<file path="config.mk">
export PLATFORM = sky130hd
export DESIGN_NAME = usb_tx_encoder
export DESIGN_NICKNAME = d
export VERILOG_FILES = /design/src/rtl/usb_tx_pkg.sv /design/src/rtl/usb_bit_timer.sv /design/src/rtl/usb_tx_encoder.sv
export SDC_FILE = /design/constraint.sdc
export NUM_CORES = 1
export LEC_CHECK = 0
export ABC_AREA = 1
export BUFFER_PORTS_ARGS = -buffer_cell sky130_fd_sc_hd__buf_2
export CORE_MARGIN = 2
export CORE_UTILIZATION = 27
export DETAILED_ROUTE_END_ITERATION = 8
export SETUP_SLACK_MARGIN = 0.15
export SYNTH_ARGS = -nofsm -noshare
export SYNTH_HDL_FRONTEND = slang
export SYNTH_SLANG_ARGS = --single-unit
</file>
<file path="constraint.sdc">
create_clock -name clk -period 1.6 [get_ports clk]
set_input_delay 0.32 -clock clk [delete_from_list [all_inputs] [get_ports clk]]
set_output_delay 0.32 -clock clk [all_outputs]
set_load 0.005 [all_outputs]
</file>
<file path="src/rtl/usb_tx_pkg.sv">
// Shared types and constants for the USB transmit line encoder.
// Line states are packed as {d_plus, d_minus}.
package usb_tx_pkg;

   typedef enum logic [2:0] {
      S_IDLE,
      S_DATA,
      S_EOP1,
      S_EOP2,
      S_EOP_J
   } tx_state_e;

   localparam logic [1:0] LINE_J   = 2'b10;
   localparam logic [1:0] LINE_K   = 2'b01;
   localparam logic [1:0] LINE_SE0 = 2'b00;

   localparam int DEF_CLKS_PER_BIT = 4;
   localparam int DEF_STUFF_LEN    = 6;

   // NRZI level 1 is J, level 0 is K.
   function automatic logic [1:0] nrzi_line(input logic level);
      return level ? LINE_J : LINE_K;
   endfunction

endpackage

</file>
<file path="src/rtl/usb_bit_timer.sv">
// Bit-time pacing counter: counts 0..CLKS_PER_BIT-1 and flags the last
// clock of each bit time; synchronous clear holds it at zero.
module usb_bit_timer
   import usb_tx_pkg::*;
#(
   parameter int CLKS_PER_BIT = DEF_CLKS_PER_BIT
) (
   input  logic clk,
   input  logic rst,
   input  logic i_clr,
   output logic o_strobe
);

   localparam int CW = (CLKS_PER_BIT > 2) ? $clog2(CLKS_PER_BIT) : 1;
   localparam logic [CW-1:0] CNT_LAST = CW'(CLKS_PER_BIT - 1);

   logic [CW-1:0] r_cnt;

   always_ff @(posedge clk) begin
      if (rst || i_clr) begin
         r_cnt <= '0;
      end else if (r_cnt == CNT_LAST) begin
         r_cnt <= '0;
      end else begin
         r_cnt <= r_cnt + CW'(1);
      end
   end

   assign o_strobe = (r_cnt == CNT_LAST);

endmodule

</file>
<file path="src/rtl/usb_tx_encoder.sv">
// USB transmit line encoder: bit pacing, optional bit stuffing (USB_TX_STUFF_EN),
// NRZI onto D+/D-, and SE0-SE0-J end of packet.
//
// state   | meaning
// --------+--------------------------------------------------
// S_IDLE  | line J, bit timer held cleared, waiting tx_start
// S_DATA  | one data or stuffed bit per strobe, NRZI on line
// S_EOP1  | first SE0 bit time
// S_EOP2  | second SE0 bit time
// S_EOP_J | J bit time closing the packet, eop_done at its end
module usb_tx_encoder
   import usb_tx_pkg::*;
#(
   parameter int CLKS_PER_BIT = DEF_CLKS_PER_BIT,
   parameter int STUFF_LEN    = DEF_STUFF_LEN
) (
   input  logic clk,
   input  logic rst,
   input  logic tx_start,
   input  logic serial_in,
   input  logic send_eop,
   output logic shift_enable,
   output logic d_plus,
   output logic d_minus,
   output logic tx_idle,
   output logic eop_done
);

   if (CLKS_PER_BIT < 2 || STUFF_LEN < 1) begin : g_param_chk
      $error("usb_tx_encoder: CLKS_PER_BIT must be >= 2 and STUFF_LEN >= 1");
   end

   tx_state_e  r_state, w_state_nxt;
   logic       r_level, w_level_nxt;
   logic [1:0] r_line,  w_line_nxt;
   logic       w_strobe;
   logic       w_timer_clr;
   logic       w_stuff;
   logic       w_shift;
   logic       w_eop_done;

   assign w_timer_clr = (r_state == S_IDLE);

   usb_bit_timer #(
      .CLKS_PER_BIT(CLKS_PER_BIT)
   ) u_bit_timer (
      .clk      (clk),
      .rst      (rst),
      .i_clr    (w_timer_clr),
      .o_strobe (w_strobe)
   );

`ifdef USB_TX_STUFF_EN
   localparam int OW = $clog2(STUFF_LEN + 1);
   localparam logic [OW-1:0] ONES_MAX = OW'(STUFF_LEN);

   logic [OW-1:0] r_ones;

   assign w_stuff = (r_state == S_DATA) && (r_ones == ONES_MAX);

   // Run length of transmitted ones; only meaningful while in DATA.
   always_ff @(posedge clk) begin
      if (rst || (r_state != S_DATA)) begin
         r_ones <= '0;
      end else if (w_strobe) begin
         if (w_stuff) begin
            r_ones <= '0;
         end else if (!send_eop) begin
            r_ones <= serial_in ? (r_ones + OW'(1)) : '0;
         end
      end
   end
`else
   assign w_stuff = 1'b0;
`endif

   always_ff @(posedge clk) begin
      if (rst) begin
         r_state <= S_IDLE;
         r_level <= 1'b1;
         r_line  <= LINE_J;
      end else begin
         r_state <= w_state_nxt;
         r_level <= w_level_nxt;
         r_line  <= w_line_nxt;
      end
   end

   always_comb begin
      w_state_nxt = r_state;
      w_level_nxt = r_level;
      w_line_nxt  = r_line;
      w_shift     = 1'b0;
      w_eop_done  = 1'b0;
      case (r_state)
         S_IDLE: begin
            w_line_nxt = LINE_J;
            if (tx_start) begin
               w_state_nxt = S_DATA;
               w_level_nxt = 1'b1;
            end
         end
         S_DATA: begin
            if (w_strobe) begin
               // A pending stuffed zero outranks end of packet.
               if (w_stuff) begin
                  w_level_nxt = ~r_level;
                  w_line_nxt  = nrzi_line(~r_level);
               end else if (send_eop) begin
                  w_line_nxt  = LINE_SE0;
                  w_state_nxt = S_EOP1;
               end else begin
                  w_shift     = 1'b1;
                  w_level_nxt = serial_in ? r_level : ~r_level;
                  w_line_nxt  = nrzi_line(serial_in ? r_level : ~r_level);
               end
            end
         end
         S_EOP1: begin
            if (w_strobe) begin
               w_state_nxt = S_EOP2;
            end
         end
         S_EOP2: begin
            if (w_strobe) begin
               w_state_nxt = S_EOP_J;
               w_line_nxt  = LINE_J;
            end
         end
         S_EOP_J: begin
            if (w_strobe) begin
               w_state_nxt = S_IDLE;
               w_eop_done  = 1'b1;
            end
         end
         default: begin
            w_state_nxt = S_IDLE;
            w_line_nxt  = LINE_J;
         end
      endcase
   end

   assign d_plus       = r_line[1];
   assign d_minus      = r_line[0];
   assign shift_enable = w_shift;
   assign eop_done     = w_eop_done;
   assign tx_idle      = (r_state == S_IDLE);

endmodule

</file>
======== After elaboration in Yosys (flattened, before gate mapping) ========
Index checks and enable logic that the tools add are counted.
word-level totals
  bits in latches ......................... 0
  memories ................................ 0
  output and inout port bits .............. 5
  memory bits (writable) .................. 0
  bits in read-only memories .............. 0
  input bits .............................. 5
  register bits after elaboration ......... 8
operators by class
  shift-type cells ........................ 0
  multipliers ............................. 0
  bitwise operators ....................... 2
  add/sub/neg operators ................... 1
  equality and inequality tests ........... 12
  divide/modulo/power cells ............... 0
  mux-type cells .......................... 22
  $lt $le $gt $ge ......................... 0
  reduce and logical (&&, ||, !) cells .... 8
operators with widths
  kind                                            count
  two-way mux 3 bit                               6
  case mux 3 bit (5 select lines)                 1
  two-way mux 1 bit                               9
  two-way mux 2 bit                               4
  != test 2 x 1 -> 1 bit (second input constant)  4
  == test 3 x 2 -> 1 bit (second input constant)  2
  != test 2 bit (second input constant)           3
  case mux 2 bit (3 select lines)                 1
  AND reduction 6 bit                             1
  AND reduction 4 bit                             1
  OR reduction 2 bit                              2
  == test 3 x 1 -> 1 bit (second input constant)  1
  == test 3 bit (second input constant)           1
  logical NOT 3 bit                               1
  AND reduction 3 bit                             1
  adder 2 x 1 -> 2 bit (second input constant)    1
  == test 2 bit (second input constant)           1
  NOT 1 bit                                       2
  case mux 1 bit (2 select lines)                 1
  nonzero test 2 bit                              1
  logical OR 1 bit                                1

======== Logic depth before layout (Yosys ltp) ========
  depth in word-level cells ............... 6
  mapped depth ............................ 8
  gate-level depth less buffers ........... 8

======== By module ========
A second synthesis with hierarchy kept.
unflattened totals
  cell total of the unflattened synthesis .. 78
  area, all modules ....................... 486.7 µm²
by module, submodules not included
  module          cells an instance  times used  sequential area each (µm²)  area an instance (µm²)
  usb_tx_encoder  69                 1           120.1                       411.6
  usb_bit_timer   9                  1           40.0                        75.1

======== Worst setup path before layout ========
Ideal clock, no wire load.
  path type ............................... register to output
  from .................................... register r_state[0]
  to ...................................... output eop_done
  slack ................................... 505 ps
  arrival ................................. 775 ps
  stages on the path, launching flop included .. 6
  path through ............................ dfxtp_1 inv_2 nand2_1 nor2_1 inv_2 nor2_1
between the ends
  word-level cells in the longest chain between the ends .. 2
ends and longest elaborated chain
  what                    RTL line              RTL
  from (decl)             usb_tx_encoder.sv:33  tx_state_e r_state, w_state_nxt;
  from (signal assigned)  usb_tx_encoder.sv:83  r_state <= w_state_nxt;
  == test 3 bit           usb_tx_encoder.sv:95  case (r_state)
  two-way mux 1 bit       usb_tx_encoder.sv:95
  to (decl)               usb_tx_encoder.sv:26  output logic eop_done
No other way between the ends.

======== Worst setup path in the final report ========
  from .................................... register r_state[1]
  to ...................................... output eop_done
Same word-level chain as after synthesis.

==> results.md <==
- Number of flops mapped to enable cells by yosys: 0
- Critical Path RT: around 1300 ps
- Final hold violation count: 0
- Synth Area per Inst: approximately 6.3 um2
- Worst-Skew Late Latency: approximately 260 ps
- Post-DRT Antenna Nets: 0
- Status: complete, no violations
- Final-stage net count: just under 100
- Global-route wire length before repair: 1550 um
- Via density: between 4 and 5
- Unrepaired setup endpoints after global routing: true
- Synth area leaders: dfxtp_1 34%, nand2_1 14%, nor2_1 11%
- GRT overflow: 0
- Peak VDD IR: between 0.7 and 0.8 mV
- Critical path peak fanout: 4
- Gate power share: between 50% and 60%
- Post-DP HPWL: around 740 um
- Post-synth ARST share: 0%
- Fin Setup TNS: 0 ps
- Final Wtd Congestion: between 0.8 and 0.9
- PwrDens: 1910 nW/um2
- Reg power frac: between 20% and 30%
- Final Power: 1160 uW
- Xor/xnor share of the synthesized area: about 1.9%
- Most used cell, CP: inv_2
- Most common cell in the netlist: nand2_1
- Number of global-route vias before repair: 391
- Fin crit period: approximately 1400 ps
- Max_cap viols: 0
- Final Setup Violations: 0
- Register area share after synthesis: between 30% and 40%
- Root buffer cell: clkbuf_4
- Placed cells: roughly 100
- Flops & latches, synth: 8
- Max Slew Vio Count: 0
- TritonCTS clock tree: built
- Clock Pin Slew Worst Setup and Hold Paths: 60 ps
- Non-Filler Instances: about 110
- Port-buffer cells: 9
- Critical Path Source Type: flop
- Worst-Margin Slew: roughly 210 ps
- Mux contribution to synthesized area: 0%
- Num rows: 15
- DRT Pass-1 Iters: 5
- Fraction of layout cells with a size suffix above 1: between 30% and 40%
- Yosys top cell by area: dfxtp_1
- Post-Syn Instances: 75
- Layout area overhead: 29.1%
- Rel. slew slack: 85.6%
- Mapped Nets: just over 80
- Syn. warnings: 0
- Leading post-synthesis cells by instance count: 18 x nand2_1, 14 x nor2_1, 9 x inv_1, 8 x dfxtp_1, 6 x nand3_1
- Leakage power total: between 0.0003 and 0.0004 uW
- Die width: ~46 um
- Drt total wl: between 1000 and 1500 um
- Int Power: between 600 and 700 uW
- DR vias: about 510
- Crit path largest cell delay: 360 ps
- Switching Share: a little under half
- Crit. End Element: output port
- Setup Skew: 10.9 ps
- Core area: approximately 1700 um2
- GRT Overall Usage: a little over a tenth
- # clock sinks: 8
- Fmax achieved: roughly 700 MHz
- Residual DRC: 0
- Fin util: a little over a third
- Per-cell routed wire length: 9.80 um
- Compound-Gate Fraction of Synth Area: approximately 4.8%
- IO Count: 10
- CP Class: flop to output port
- Cell Chain, Critical Path: inv_2, nand2_2, nor2_4, inv_2, nor2_1, buf_2
- Total CTS buffers: 3
- Largest net degree at the start of global routing: 7
- 1st-iter DRT viols: 5
- N_diodes: 0
- Hold-fix buffer count after cts: 0
- Critical Path AT: 1100 ps
- Clock buffer depth: 2
- Worst min path class: input port to flop
- Simple-gate share of the synthesized area: 46.6%
- Die ar.: 2100 um2
- H-tree depth: 1
- Primary FF master, synth: dfxtp_1
- Clock power frac: a little over an eighth
- Yosys top cell area share: about a third
- CP max-delay cell: dfxtp_4
- Largest family of logic cells by synthesized area: simple AND/OR/NAND/NOR gates
- Die height: approximately 46 um
- Synth Area in Adders: roughly 2.6%
- Yosys cell types: 18
- Antenna violations before repair: 0
- Synthesized cell area: 473 um2
- Fin crit share: roughly 89%
- Switch Pwr: around 530 uW
- Starting Density: around 28%
==> metrics by stage <==
step,instance area (um2),worst slack [ps],hold slack (ps)
final,611,181,228
after global routing,611,120,225
after CTS,583,153,221
after detailed placement,539,348,418
after global placement,539,344,417
after floorplan,473,505,389
==> routing by layer <==
layer  GRT usage, %  share of wire [%]  up-vias
met5              0                  0        -
met4           2.86                3.2        0
met3           5.95                6.0        6
met2           16.1                 48       13
met1           12.3                 43      234
li1               -                  -      260
==> worst max-delay path, delay by kind of cell (launching register included) <==
kind                   cells  cell delay, ps
buffers and inverters      3             240
AND/OR/NAND/NOR            3             250
flip-flops                 1             360
==> what timing repair did <==
item	4_1_cts	5_1_grt
resized for setup	6	6
setup endpoints to repair	2	3
buffers inserted	2	1
pin swaps	1	1
cloned	0	0
==> area by class of cell <==
class,instances,area [um2]
repair buffers,12,67.6
clock buffers,3,22.5
inverters,13,48.8
multi-input cells,54,282
flip-flops and latches,8,169
well taps,17,21.3
fillers,195,1080
==> logic make-up (layout without fill, tap and decap cells) <==
family	count (synthesis)	in the layout
xor+xnor	1	1
flops	8	8
buf+inv	13	28
fa+ha+maj	1	1
compound gates	4	4
simple gates	48	48
==> state kept, by name (all words and copies together), names as in the netlist <==
register           cells
r_line                 2
r_state                3
u_bit_timer.r_cnt      2
r_level                1
==> power groups by stage <==
stage          Sequential (uW)  Combinational, uW  Clock (uW)
3_3_place_gp               334                594           0
3_5_place_dp               333                598           0
6_report                   346                659         159
2_1_floorplan              328                475           0
4_1_cts                    338                628         168
5_1_grt                    359                744         176
==> path summary, 6_finish.rpt <==
path | from | endpoint | slack [ps] | depth (start not counted)
max | r_state[1] | eop_done | 180 | 6
min | rst | r_state[2] | 230 | 2
max reg2reg | r_state[1] | r_line[1] | 470 | 5
min reg2reg | u_bit_timer.r_cnt[0] | u_bit_timer.r_cnt[0] | 420 | 1
==> cell usage in the layout (no fill, tap or decap), types with 2 or more instances in the layout <==
cell | Yosys | final
buf_2 | 0 | 9
buf_4 | 0 | 3
clkbuf_4 | 0 | 3
dfxtp_1 | 8 | 5
dfxtp_4 | 0 | 2
inv_1 | 9 | 7
inv_2 | 4 | 6
nand2_1 | 18 | 17
nand2_2 | 2 | 3
nand3_1 | 6 | 5
nand3_2 | 2 | 3
nor2_1 | 14 | 12
nor2_2 | 3 | 4
No activity file was read; power rests on OpenSTA's default activity.
